`config.mk`:
```
export PLATFORM = sky130hd
export DESIGN_NAME = ksa_sub_pipe
export DESIGN_NICKNAME = d
export VERILOG_FILES = /design/src/rtl/ksa_sub_pipe.sv
export SDC_FILE = /design/constraint.sdc
export NUM_CORES = 1
export LEC_CHECK = 0
export BUFFER_PORTS_ARGS = -buffer_cell sky130_fd_sc_hd__buf_2
export CAP_MARGIN = 25
export CORE_AREA = 10 10 117 98
export CTS_CLUSTER_DIAMETER = 100
export DETAILED_ROUTE_END_ITERATION = 10
export DIE_AREA = 0 0 127 108
export GPL_ROUTABILITY_DRIVEN = 0
export MAX_ROUTING_LAYER = met4
export PLACE_DENSITY = 0.48
export SETUP_SLACK_MARGIN = 0.15
export SYNTH_ARGS = -nofsm -noshare
export SYNTH_HDL_FRONTEND = slang
export SYNTH_SLANG_ARGS = --single-unit
```
`constraint.sdc`:
```
create_clock -name clk -period 4 [get_ports clk]
set_input_delay 0.4 -clock clk [delete_from_list [all_inputs] [get_ports clk]]
set_output_delay 0.4 -clock clk [all_outputs]
set_load 0.02 [all_outputs]
```
`src/rtl/ksa_sub_pipe.sv`:
```
// Three-stage pipelined Kogge-Stone subtractor computing a - b - bin with a
// valid/ready stream on both sides, plus borrow-out and status flags.
module ksa_sub_pipe #(
  parameter int WIDTH = 8
) (
  input  logic             clk,
  input  logic             rst,
  input  logic             in_valid,
  output logic             in_ready,
  input  logic [WIDTH-1:0] a,
  input  logic [WIDTH-1:0] b,
  input  logic             bin,
  output logic             out_valid,
  input  logic             out_ready,
  output logic [WIDTH-1:0] diff,
  output logic             bout,
  output logic             zero,
  output logic             neg,
  output logic             ovf
);

  localparam int LEVELS = $clog2(WIDTH);
  localparam int MSB    = WIDTH - 1;

  logic adv1, adv2, adv3;

  logic             v1_q, v1_d;
  logic [WIDTH-1:0] p1_q, p1_d, g1_q, g1_d;
  logic             cin1_q, cin1_d, amsb1_q, amsb1_d, bmsb1_q, bmsb1_d;

  logic             v2_q, v2_d;
  logic [WIDTH-1:0] gg2_q, gg2_d, p2_q, p2_d;
  logic             cin2_q, cin2_d, amsb2_q, amsb2_d, bmsb2_q, bmsb2_d;

  logic             v3_q, v3_d;
  logic [WIDTH-1:0] diff_q, diff_d;
  logic             bout_q, bout_d, zero_q, zero_d, neg_q, neg_d, ovf_q, ovf_d;

  logic [WIDTH-1:0] gl [LEVELS+1];
  logic [WIDTH-1:0] pl [LEVELS];
  logic [WIDTH-1:0] carry_vec;

  // A stage may load whenever the stage after it is empty or moving on.
  always_comb begin
    adv3     = out_ready;
    adv2     = !v3_q || adv3;
    adv1     = !v2_q || adv2;
    in_ready = !v1_q || adv1;
  end

  always_comb begin
    v1_d    = v1_q;
    p1_d    = p1_q;
    g1_d    = g1_q;
    cin1_d  = cin1_q;
    amsb1_d = amsb1_q;
    bmsb1_d = bmsb1_q;
    if (in_ready) begin
      v1_d    = in_valid && in_ready;
      p1_d    = a ^ ~b;
      g1_d    = a & ~b;
      cin1_d  = ~bin;
      amsb1_d = a[MSB];
      bmsb1_d = b[MSB];
    end
  end

  // Carry-in is folded into bit 0 so every group generate is a true carry-out.
  always_comb begin
    for (int l = 0; l <= LEVELS; l++) gl[l] = '0;
    for (int l = 0; l < LEVELS; l++) pl[l] = '0;
    gl[0]    = g1_q;
    gl[0][0] = g1_q[0] | (p1_q[0] & cin1_q);
    pl[0]    = p1_q;
    for (int l = 0; l < LEVELS; l++) begin
      for (int i = 0; i < WIDTH; i++) begin
        if (i >= (1 << l)) begin
          gl[l+1][i] = gl[l][i] | (pl[l][i] & gl[l][i - (1 << l)]);
          if (l < LEVELS - 1) pl[l+1][i] = pl[l][i] & pl[l][i - (1 << l)];
        end else begin
          gl[l+1][i] = gl[l][i];
          if (l < LEVELS - 1) pl[l+1][i] = pl[l][i];
        end
      end
    end
  end

  always_comb begin
    v2_d    = v2_q;
    gg2_d   = gg2_q;
    p2_d    = p2_q;
    cin2_d  = cin2_q;
    amsb2_d = amsb2_q;
    bmsb2_d = bmsb2_q;
    if (adv1) begin
      v2_d    = v1_q;
      gg2_d   = gl[LEVELS];
      p2_d    = p1_q;
      cin2_d  = cin1_q;
      amsb2_d = amsb1_q;
      bmsb2_d = bmsb1_q;
    end
  end

  always_comb begin
    carry_vec = {gg2_q[WIDTH-2:0], cin2_q};
    v3_d      = v3_q;
    diff_d    = diff_q;
    bout_d    = bout_q;
    zero_d    = zero_q;
    neg_d     = neg_q;
    ovf_d     = ovf_q;
    if (adv2) begin
      v3_d   = v2_q;
      diff_d = p2_q ^ carry_vec;
      bout_d = ~gg2_q[MSB];
      zero_d = ~|(p2_q ^ carry_vec);
      neg_d  = p2_q[MSB] ^ carry_vec[MSB];
      ovf_d  = (amsb2_q != bmsb2_q) && ((p2_q[MSB] ^ carry_vec[MSB]) != amsb2_q);
    end
  end

  always_ff @(posedge clk or posedge rst) begin
    if (rst) begin
      v1_q    <= 1'b0;
      p1_q    <= '0;
      g1_q    <= '0;
      cin1_q  <= 1'b0;
      amsb1_q <= 1'b0;
      bmsb1_q <= 1'b0;
      v2_q    <= 1'b0;
      gg2_q   <= '0;
      p2_q    <= '0;
      cin2_q  <= 1'b0;
      amsb2_q <= 1'b0;
      bmsb2_q <= 1'b0;
      v3_q    <= 1'b0;
      diff_q  <= '0;
      bout_q  <= 1'b0;
      zero_q  <= 1'b0;
      neg_q   <= 1'b0;
      ovf_q   <= 1'b0;
    end else begin
      v1_q    <= v1_d;
      p1_q    <= p1_d;
      g1_q    <= g1_d;
      cin1_q  <= cin1_d;
      amsb1_q <= amsb1_d;
      bmsb1_q <= bmsb1_d;
      v2_q    <= v2_d;
      gg2_q   <= gg2_d;
      p2_q    <= p2_d;
      cin2_q  <= cin2_d;
      amsb2_q <= amsb2_d;
      bmsb2_q <= bmsb2_d;
      v3_q    <= v3_d;
      diff_q  <= diff_d;
      bout_q  <= bout_d;
      zero_q  <= zero_d;
      neg_q   <= neg_d;
      ovf_q   <= ovf_d;
    end
  end

  assign out_valid = v3_q;
  assign diff      = diff_q;
  assign bout      = bout_q;
  assign zero      = zero_q;
  assign neg       = neg_q;
  assign ovf       = ovf_q;

endmodule

```
==> summary.txt, run 1 <==
Route
  • DRC violations left: 0
  • Number of vias in the routed layout: 1478
  • Vias per inst: 4.08
  • Final WL: 4.67 mm
  • Number of nets with antenna violations after routing: 0
  • Final routed wire length divided by cell count: 12.9 um
  • Starting DRT DRC Count: 78
  • Number of iterations in the first detailed-routing pass: 4

STA
  • Final setup viols: 0
  • Final hold violation count: 0
  • Transition time at the pin with the least slew margin: 717 ps
  • Max-slew violation count: 0
  • Crit path time final: 2320 ps
  • Setup WS post-layout: 1680 ps
  • Final clock period utilization by the worst path: 0.581
  • Setup repair after global routing missed its margin: false
  • Slew headroom: 0.521
  • Post-Route Setup TNS: 0 ps
  • Achievable Freq: 0.430 GHz
  • Worst clock skew: 5.17 ps

Placement
  • Input/output buffers: 34
  • Setup slack at placement: 1760 ps
  • HPWL reported at the end of detailed placement: 3.43 mm

Synthesis
  • Post-synth top area cell: dfrtp_1
  • Fraction of the yosys area taken by sequential cells: 0.560
  • Total of warnings raised by yosys: 0
  • Ranking of synthesized cells by area: dfrtp_1 (56%), mux2_4 (9.1%), nand2_1 (6.5%)
  • Total standard cell area after synthesis: 2320 um2
  • Post-synthesis average cell area: 11.1 um2
  • Flip-flop and latch count after synthesis: 52
  • Post-synth net total: 238
  • Top flip-flop cell by instance count after synthesis: dfrtp_1
  • Post-synth ARST share: 1.00
  • Post-synthesis cell count: 209
  • Number of distinct library cells after synthesis: 28
  • Post-synth EDFFs: 0
  • Leading cell types by count after synthesis: dfrtp_1 (52), nand2_1 (40), a21oi_1 (21)
  • Top-count cell post-synth: dfrtp_1
  • Post-synth top area share: 0.560

Floorplan
  • Die Wd: 127 um
  • Number of primary I/O pins: 35
  • Die area: 13700 um2
  • Die H: 108 um
  • Placement Rows: 32
  • Effective utilization at floorplan: 0.250
  • Floorplan core area: 9290 um2

Global routing
  • Vias in the first global route: 1538
  • Number of antenna violations at the first check in global routing: 0
  • Pin count of the biggest net entering global routing: 53
  • First-pass GRT wire length: 7.96 mm
  • Remaining global-route overflow: 0
  • GRT Util Overall: 0.0744

Pwr
  • Worst ir drop on vdd: 0.231 mV
  • Leakage Power: 1.33 nW
  • Total power draw: 1.46 mW
  • Power density relative to cell area: 535 nW/um2

Clock tree
  • Buffers inserted during post-CTS setup optimization: 0
  • Clock tree root buffer cell: clkbuf_16
  • Clock latency on the worst-skew pair: 290 ps
  • Quantity of hold-fixing buffers added after cts: 0
  • Number of clock buffers inserted by TritonCTS: 5
  • Maximum buffer depth of the clock tree: 2
  • Number of levels the H-tree was split into: 2
  • Clock transition at the registers of the reported paths: 60 ps
  • Clock tree from TritonCTS: built
  • Post-cts repair resize count: 0
  • CTS sink count: 52

Status
  • Status: finished, final reports clean

Worst setup path
  • Endpoint class of the critical path: primary output
  • Biggest fanout along the worst timing path: 23
  • Required @ worst endpoint: 3600 ps
  • WP data arrival: 1920 ps
  • Crit path kind: reg -> out
  • Critical Path Source Type: register

Min path
  • Tightest Hold Check Type: in -> async

Final layout
  • Post-layout net count: 271
  • Final design utilization: 0.294
  • Antenna diode instance count: 0
  • Area added between synthesis and finish: 17.8%
  • Fraction of layout cells with a size suffix above 1: 0.272

Flow run
  • Max-Cap Viols: 0
[final timing paths]
check	start	end	slack (ps)	cells after the start
setup / recovery	out_valid	in_ready	1680	3
hold / removal	rst	diff[1]	270	3
setup reg to reg	out_valid	g1_q[6]	2140	3
hold reg to reg	gg2_q[7]	bout	460	1
max in group asynchronous	rst	gg2_q[7]	3280	3
min in group clk	bin	cin1_q	270	2
[where the power goes]
group,switching [mW],internal [mW],leakage (nW)
Clock,0.184,0.247,0.0766
Combinational,0.195,0.141,0.641
Sequential,0.0693,0.626,0.617
Total,0.449,1.01,1.33
[sequential cells by signal, summed over array words and instances, names as in the netlist]
signal     flops
v2_q           1
cin2_q         1
zero           1
g1_q           8
amsb1_q        1
v1_q           1
amsb2_q        1
diff           8
bmsb1_q        1
out_valid      1
cin1_q         1
bout           1
p2_q           8
gg2_q          8
ovf            1
bmsb2_q        1
p1_q           8
[through the flow]
stage,instance area (um2),hold WS [ps],std cells
global route,2740,283,362
detailed placement,2590,444,354
floorplan,2320,418,209
global placement,2590,440,354
CTS,2740,271,362
finish,2740,271,362
[placed cells by master, fill, tap and decap left out, types with 3 or more instances in the layout]
cell type and instances:
a21oi_1 21, a31oi_1 3, buf_2 34, clkbuf_16 5
dfrtp_1 52, ha_1 8, inv_1 9, mux2_2 4
mux2_4 14, nand2_1 40, nand2b_1 3, nor2_1 16
o21ai_0 6, xnor2_1 8
[critical path, stage by stage (launching register included)]
cell	delay, ps
dfrtp_1	380
and3b_1	610
nand2_4	360
buf_2	270
[layer usage]
metal / GRT usage / share of wire / wire (um) / vias up
li1: - / - / - / 759
met1: 0.112 / 0.58 / 2720 / 671
met2: 0.0836 / 0.34 / 1590 / 43
met3: 0.0245 / 0.060 / 280 / 5
met4: 0.0341 / 0.016 / 76 / 0
met5: - / 0 / 0 / -
[area by class of cell]
type / instances / area (um2)
Clock buffer: 6 / 139
Timing Repair Buffer: 35 / 178
Tap cell: 119 / 149
Clock inverter: 2 / 10.0
Multi-Input combinational cell: 138 / 921
Inverter: 10 / 37.5
Fill cell: 1005 / 6550
Sequential cell: 52 / 1300
[cell families after synthesis]
logic type,count (synthesis),synth area share
mux,19,0.114
compound gates,32,0.0727
xor+xnor,8,0.0302
simple gates,71,0.136
flops,52,0.560
buf+inv,19,0.0431
fa+ha+maj,8,0.0431
No activity file was read; power rests on OpenSTA's default activity.
==> run 2: changes to the inputs <==
--- a/config.mk
+++ b/config.mk
@@ -13,7 +13,7 @@
 export DIE_AREA = 0 0 127 108
 export GPL_ROUTABILITY_DRIVEN = 0
 export MAX_ROUTING_LAYER = met4
-export PLACE_DENSITY = 0.48
+export PLACE_DENSITY = 0.5
 export SETUP_SLACK_MARGIN = 0.15
 export SYNTH_ARGS = -nofsm -noshare
 export SYNTH_HDL_FRONTEND = slang
==> constraint.sdc (replaced) <==
create_clock -name clk -period 1.9 [get_ports clk]
set_input_delay 0.19 -clock clk [delete_from_list [all_inputs] [get_ports clk]]
set_output_delay 0.19 -clock clk [all_outputs]
set_load 0.02 [all_outputs]
==> run 2 against run 1 <==
Compared with the run above:
- count of clock-buffer cells in the layout is 1 higher
- clock skew hardly changed
- sequential share of layout area is 1.1 points lower
- clock power is 110% higher
- utilization is 0.67 points higher
- non-clock buffer count is 5 higher
- critical path depth stayed put
- global-route usage hardly changed
- sequential cell count stayed put
- sequential power is 110% higher
- via count is 1.2% higher
- largest cell class unchanged
- largest power group unchanged
==> summary.txt, run 2 (synthesis results as in run 1) <==
Floorplan
  • Die area: 13700 um2 (unchanged)
  • Floorplan core area: 9290 um2 (unchanged)
  • Number of primary I/O pins: 35 (unchanged)
  • Die H: 108 um (unchanged)
  • Effective utilization at floorplan: 0.250 (unchanged)
  • Die Wd: 127 um (unchanged)
  • Placement Rows: 32 (unchanged)

Pwr
  • Power density relative to cell area: 1110 nW/um2 (was 535 nW/um2)
  • Worst ir drop on vdd: 0.580 mV (was 0.231 mV)
  • Leakage Power: 1.35 nW (was 1.33 nW)
  • Part of the total power dissipated in sequential elements: 0.472 (was 0.475)
  • Switching part of the total power: 0.305 (was 0.307)
  • Switching power of the nets: 0.948 mW (was 0.449 mW)
  • Clock share of power: 0.293 (was 0.295)
  • Total power draw: 3.11 mW (was 1.46 mW)
  • Comb power frac: 0.235 (was 0.230)
  • Internal power of the cells: 2.16 mW (was 1.01 mW)

Final layout
  • Leading cell type in the layout, fill and taps excluded: dfrtp_1 (unchanged)
  • Finished Layout Cells: 367 (was 362)
  • Commonest non-fill, non-tap cells in the layout: dfrtp_1 (52), nand2_1 (40), buf_2 (34) (unchanged)
  • Post-layout net count: 276 (was 271)
  • Antenna diode instance count: 0 (unchanged)
  • Fraction of layout cells with a size suffix above 1: 0.278 (was 0.272)
  • Area added between synthesis and finish: 20.5% (was 17.8%)

Worst setup path
  • Crit path kind: reg -> out (unchanged)
  • Required @ worst endpoint: 1710 ps (was 3600 ps)
  • Worst stage delay on the critical path: 380 ps (was 610 ps)
  • Family with the most delay on the worst path: simple AND/OR/NAND/NOR gates (unchanged)
  • Worst-path cell chain: and3b_1, nand2_8, buf_2 (was and3b_1, nand2_4, buf_2)
  • Buffering stage count on the worst path with inverters included: 1 (unchanged)
  • WP data arrival: 1410 ps (was 1920 ps)
  • Biggest fanout along the worst timing path: 23 (unchanged)
  • Max stage delay cell, worst path: dfrtp_1 (was and3b_1)
  • Critical Path Source Type: register (unchanged)
  • Endpoint class of the critical path: primary output (unchanged)

Clock tree
  • Maximum buffer depth of the clock tree: 2 (unchanged)
  • Number of levels the H-tree was split into: 2 (unchanged)
  • Buffers inserted during post-CTS setup optimization: 0 (unchanged)
  • Number of clock buffers inserted by TritonCTS: 5 (unchanged)
  • Clock tree from TritonCTS: built (unchanged)
  • Clock latency on the worst-skew pair: 290 ps (about the same)
  • Clock tree root buffer cell: clkbuf_16 (unchanged)
  • CTS sink count: 52 (unchanged)
  • Clock transition at the registers of the reported paths: 70 ps (was 60 ps)

Route
  • Number of vias in the routed layout: 1495 (was 1478)
  • Starting DRT DRC Count: 111 (was 78)
  • DRC violations left: 0 (unchanged)
  • Number of nets with antenna violations after routing: 0 (unchanged)
  • Number of iterations in the first detailed-routing pass: 4 (unchanged)
  • Final WL: 4.70 mm (was 4.67 mm)
  • Vias per inst: 4.07 (was 4.08)
  • Final routed wire length divided by cell count: 12.8 um (was 12.9 um)

Placement
  • HPWL reported at the end of detailed placement: 3.43 mm (about the same)
  • Count of placed standard cells including taps: 358 (was 354)
  • Input/output buffers: 34 (unchanged)

STA
  • Achievable Freq: 0.626 GHz
  • Crit path time final: 1600 ps
  • Final setup viols: 0 (unchanged)
  • Transition time at the pin with the least slew margin: 680 ps (was 717 ps)
  • Smallest hold slack: 63.8 ps (was 271 ps)
  • Post-Route Setup TNS: 0 ps (unchanged)
  • Max-slew violation count: 0 (unchanged)
  • Slew headroom: 0.547 (was 0.521)
  • Setup repair after global routing missed its margin: false (unchanged)
  • Final hold violation count: 0 (unchanged)
  • Final clock period utilization by the worst path: 0.841
  • Worst clock skew: 4.75 ps (was 5.17 ps)

Global routing
  • GRT Util Overall: 0.0739 (was 0.0744)
  • Remaining global-route overflow: 0 (unchanged)
  • Number of antenna violations at the first check in global routing: 0 (unchanged)
  • First-pass GRT wire length: 8.00 mm (was 7.96 mm)
  • Pin count of the biggest net entering global routing: 53 (unchanged)
  • Vias in the first global route: 1547 (was 1538)

Flow run
  • Max-Cap Viols: 0 (unchanged)

Status
  • Status: finished, final reports clean (unchanged)

Min path
  • Tightest Hold Check Type: in -> reg (was in -> async)
## run 2: cell types whose count changed in the layout (fill, tap and decap cells not counted), sizes merged
cell / change
buf: +4
clkinv: -2
clkbuf: +1
clkinvlp: +1
dlygate4sd3: +1
## run 2: worst paths after layout
kind,from,end,slack [ps],cells past startpoint
worst max-delay path,out_valid,in_ready,300,3
worst max register to register,out_valid,gg2_q[5],510,4
worst min-delay path,bin,cin1_q,60,2
worst min register to register,gg2_q[7],bout,470,1
max in group asynchronous,rst,gg2_q[3],1170,4
min in group asynchronous,rst,diff[1],500,4
## run 2: area by class of cell
type	count	area (um2)
fillers	995	6490
flip-flops and latches	52	1300
multi-input cells	138	930
repair buffers	40	230
well taps	119	149
clock buffers	7	143
inverters	10	37.5
clock inverters	1	7.51
## run 2: power by group through the flow
stage                     clock network, mW  logic, mW  registers (mW)
after floorplan                           0      0.431            1.55
after global placement                    0      0.728            1.48
after detailed placement                  0      0.737            1.49
after CTS                             0.930      0.743            1.47
after global routing                  0.972      0.824            1.50
final                                 0.909      0.731            1.47
## run 2: through the flow
step           setup WS (ps)   util  area, um2
2_1_floorplan            451      -       2320
3_3_place_gp             490  0.283       2630
3_5_place_dp             459  0.283       2630
4_1_cts                  206  0.300       2790
5_1_grt                  241  0.301       2800
6_report                 302  0.301       2800
## run 2: per-layer routing
| metal | share of wire | wire length (um) | track usage | up-vias |
|---|---|---|---|---|
| met4 | 0.016 | 76 | 0.0292 | 0 |
| li1 | - | - | - | 772 |
| met2 | 0.33 | 1550 | 0.0854 | 41 |
| met1 | 0.60 | 2820 | 0.112 | 675 |
| met5 | 0 | 0 | - | - |
| met3 | 0.054 | 254 | 0.0215 | 7 |
## run 2: worst register-to-register path: stages, from the launching register on
cell	delay, ps
dfrtp_1	380
and3b_1	320
buf_4	270
mux2i_1	200
o21ai_0	90
## run 2: what timing repair did
item                                    CTS  global route
hold endpoints to repair                 52             0
hold buffers                              1             0
endpoints found under the setup margin    0             1
gates resized for setup                   0             1
==> run 3: changes to the inputs <==
--- a/config.mk
+++ b/config.mk
@@ -13,7 +13,7 @@
 export DIE_AREA = 0 0 127 108
 export GPL_ROUTABILITY_DRIVEN = 0
 export MAX_ROUTING_LAYER = met4
-export PLACE_DENSITY = 0.5
+export PLACE_DENSITY = 0.48
 export SETUP_SLACK_MARGIN = 0.15
 export SYNTH_ARGS = -nofsm -noshare
 export SYNTH_HDL_FRONTEND = slang
==> constraint.sdc (replaced) <==
create_clock -name clk -period 1.6 [get_ports clk]
set_input_delay 0.16 -clock clk [delete_from_list [all_inputs] [get_ports clk]]
set_output_delay 0.16 -clock clk [all_outputs]
set_load 0.02 [all_outputs]
==> run 3 against run 2 <==
Compared with the run above:
- setup slack lost 77 ps
- global-route usage increased by 0.38 points
- first-iteration DRC count increased by 15%
- non-clock buffer count up 3
- combinational power rose by 20%
- count of clock-buffer cells in the layout down 1
- critical path depth unchanged
- cell count is 1.1% higher
- wire length grew 4.1%
==> summary.txt, run 3 (synthesis results as in run 1) <==
Status
  • Status: finished, final reports clean (unchanged)

Worst setup path
  • Critical Path Source Type: register (unchanged)
  • Biggest fanout along the worst timing path: 4 (was 23)
  • Endpoint class of the critical path: primary output (unchanged)
  • Crit path kind: reg -> out (unchanged)
  • WP data arrival: 1210 ps (was 1410 ps)
  • Max stage delay cell, worst path: dfrtp_1 (unchanged)
  • Worst-path cell chain: and3b_2, nand2_8, buf_2 (was and3b_1, nand2_8, buf_2)
  • Worst stage delay on the critical path: 400 ps (was 380 ps)
  • Required @ worst endpoint: 1440 ps (was 1710 ps)

Flow run
  • Max-Cap Viols: 0 (unchanged)

Clock tree
  • Maximum buffer depth of the clock tree: 2 (unchanged)
  • Clock tree root buffer cell: clkbuf_16 (unchanged)
  • Number of levels the H-tree was split into: 2 (unchanged)
  • CTS sink count: 52 (unchanged)
  • Clock tree from TritonCTS: built (unchanged)
  • Clock latency on the worst-skew pair: 280 ps (was 290 ps)
  • Clock transition at the registers of the reported paths: 70 ps (about the same)
  • Number of clock buffers inserted by TritonCTS: 5 (unchanged)

Route
  • Vias per inst: 4.04 (was 4.07)
  • DRC violations left: 0 (unchanged)
  • Number of iterations in the first detailed-routing pass: 4 (unchanged)
  • Final routed wire length divided by cell count: 13.2 um (was 12.8 um)
  • Final WL: 4.89 mm (was 4.70 mm)
  • Number of nets with antenna violations after routing: 0 (unchanged)
  • Number of vias in the routed layout: 1500 (was 1495)
  • Starting DRT DRC Count: 128 (was 111)

Floorplan
  • Number of primary I/O pins: 35 (unchanged)
  • Placement Rows: 32 (unchanged)
  • Floorplan core area: 9290 um2 (unchanged)
  • Die area: 13700 um2 (unchanged)
  • Effective utilization at floorplan: 0.250 (unchanged)
  • Die Wd: 127 um (unchanged)
  • Die H: 108 um (unchanged)

STA
  • Worst clock skew: 6.83 ps (was 4.75 ps)
  • Transition time at the pin with the least slew margin: 400 ps (was 680 ps)
  • Slew headroom: 0.731 (was 0.547)
  • Crit path time final: 1370 ps
  • Final setup viols: 0 (unchanged)
  • Final hold violation count: 0 (unchanged)
  • Max-slew violation count: 0 (unchanged)
  • Setup repair after global routing missed its margin: false (unchanged)
  • Post-Route Setup TNS: 0 ps (unchanged)
  • Final clock period utilization by the worst path: 0.859
  • Achievable Freq: 0.727 GHz

Global routing
  • Vias in the first global route: 1560 (was 1547)
  • Number of antenna violations at the first check in global routing: 0 (unchanged)
  • Remaining global-route overflow: 0 (unchanged)
  • First-pass GRT wire length: 8.28 mm (was 8.00 mm)
  • Pin count of the biggest net entering global routing: 53 (unchanged)
  • GRT Util Overall: 0.0777 (was 0.0739)

Final layout
  • Antenna diode instance count: 0 (unchanged)
  • Area added between synthesis and finish: 22.6% (was 20.5%)
  • Commonest non-fill, non-tap cells in the layout: dfrtp_1 (52), nand2_1 (40), buf_2 (34) (unchanged)
  • Fraction of layout cells with a size suffix above 1: 0.294 (was 0.278)
  • Summed area of non-filler cells in the final layout: 2850 um2 (was 2800 um2)
  • Post-layout net count: 280 (was 276)
  • Leading cell type in the layout, fill and taps excluded: dfrtp_1 (unchanged)

Placement
  • Input/output buffers: 34 (unchanged)
  • HPWL reported at the end of detailed placement: 3.51 mm (was 3.43 mm)
  • Post-DP Area: 2640 um2 (was 2630 um2)

Pwr
  • Leakage Power: 1.38 nW (was 1.35 nW)
  • Worst ir drop on vdd: 0.663 mV (was 0.580 mV)
  • Power density relative to cell area: 1340 nW/um2 (was 1110 nW/um2)

Min path
  • Tightest Hold Check Type: in -> reg (unchanged)
-- run 3: routing by layer --
| layer | vias up | global-route usage | part of all wire |
|---|---|---|---|
| met5 | - | - | 0 |
| met3 | 2 | 0.0269 | 0.048 |
| met4 | 0 | 0.0268 | 0.0096 |
| li1 | 781 | - | - |
| met2 | 42 | 0.0832 | 0.35 |
| met1 | 675 | 0.122 | 0.60 |
-- run 3: final cells by class --
cell class | instances | area, um2
Timing Repair Buffer | 43 | 253
Clock buffer | 6 | 129
Sequential cell | 52 | 1300
Inverter | 10 | 37.5
Fill cell | 985 | 6440
Tap cell | 119 | 149
Multi-Input combinational cell | 139 | 942
Clock inverter | 2 | 35.0
-- run 3: path summary, 6_finish.rpt --
check                      startpoint       end  slack [ps]  cells after the start
min in group asynchronous         rst   diff[0]         460                      4
hold reg to reg              gg2_q[7]      bout         450                      1
hold / removal                    bin    cin1_q          40                      2
setup / recovery            out_valid  in_ready         230                      3
max in group asynchronous         rst   g1_q[4]         910                      4
setup reg to reg            out_valid   g1_q[7]         230                      4
-- run 3: power by group --
part | internal [mW] | switching [mW]
sequential | 1.56 | 0.177
clock | 0.736 | 0.446
combinational | 0.382 | 0.497
-- run 3: worst max-delay path, delay by kind of cell, from the launching register on --
| kind | cells | cell delay [ps] |
|---|---|---|
| AND/OR/NAND/NOR | 2 | 370 |
| buffers and inverters | 1 | 170 |
| flip-flops | 1 | 400 |
-- run 3: stage by stage --
stage	utilization	power (mW)	setup slack [ps]	hold WS, ps	cells
2_1_floorplan	-	2.36	151	245	209
3_3_place_gp	0.284	2.63	199	229	359
3_5_place_dp	0.284	2.65	178	230	359
4_1_cts	0.306	3.87	206	38.9	371
5_1_grt	0.306	4.06	154	36.8	371
6_report	0.306	3.80	225	44.1	371
-- run 3: what timing repair did --
action                                  CTS  global route
hold buffers                              1             0
setup buffers                             2             0
hold endpoints to repair                 52             0
endpoints found under the setup margin    1             0
gates resized for setup                   2             0
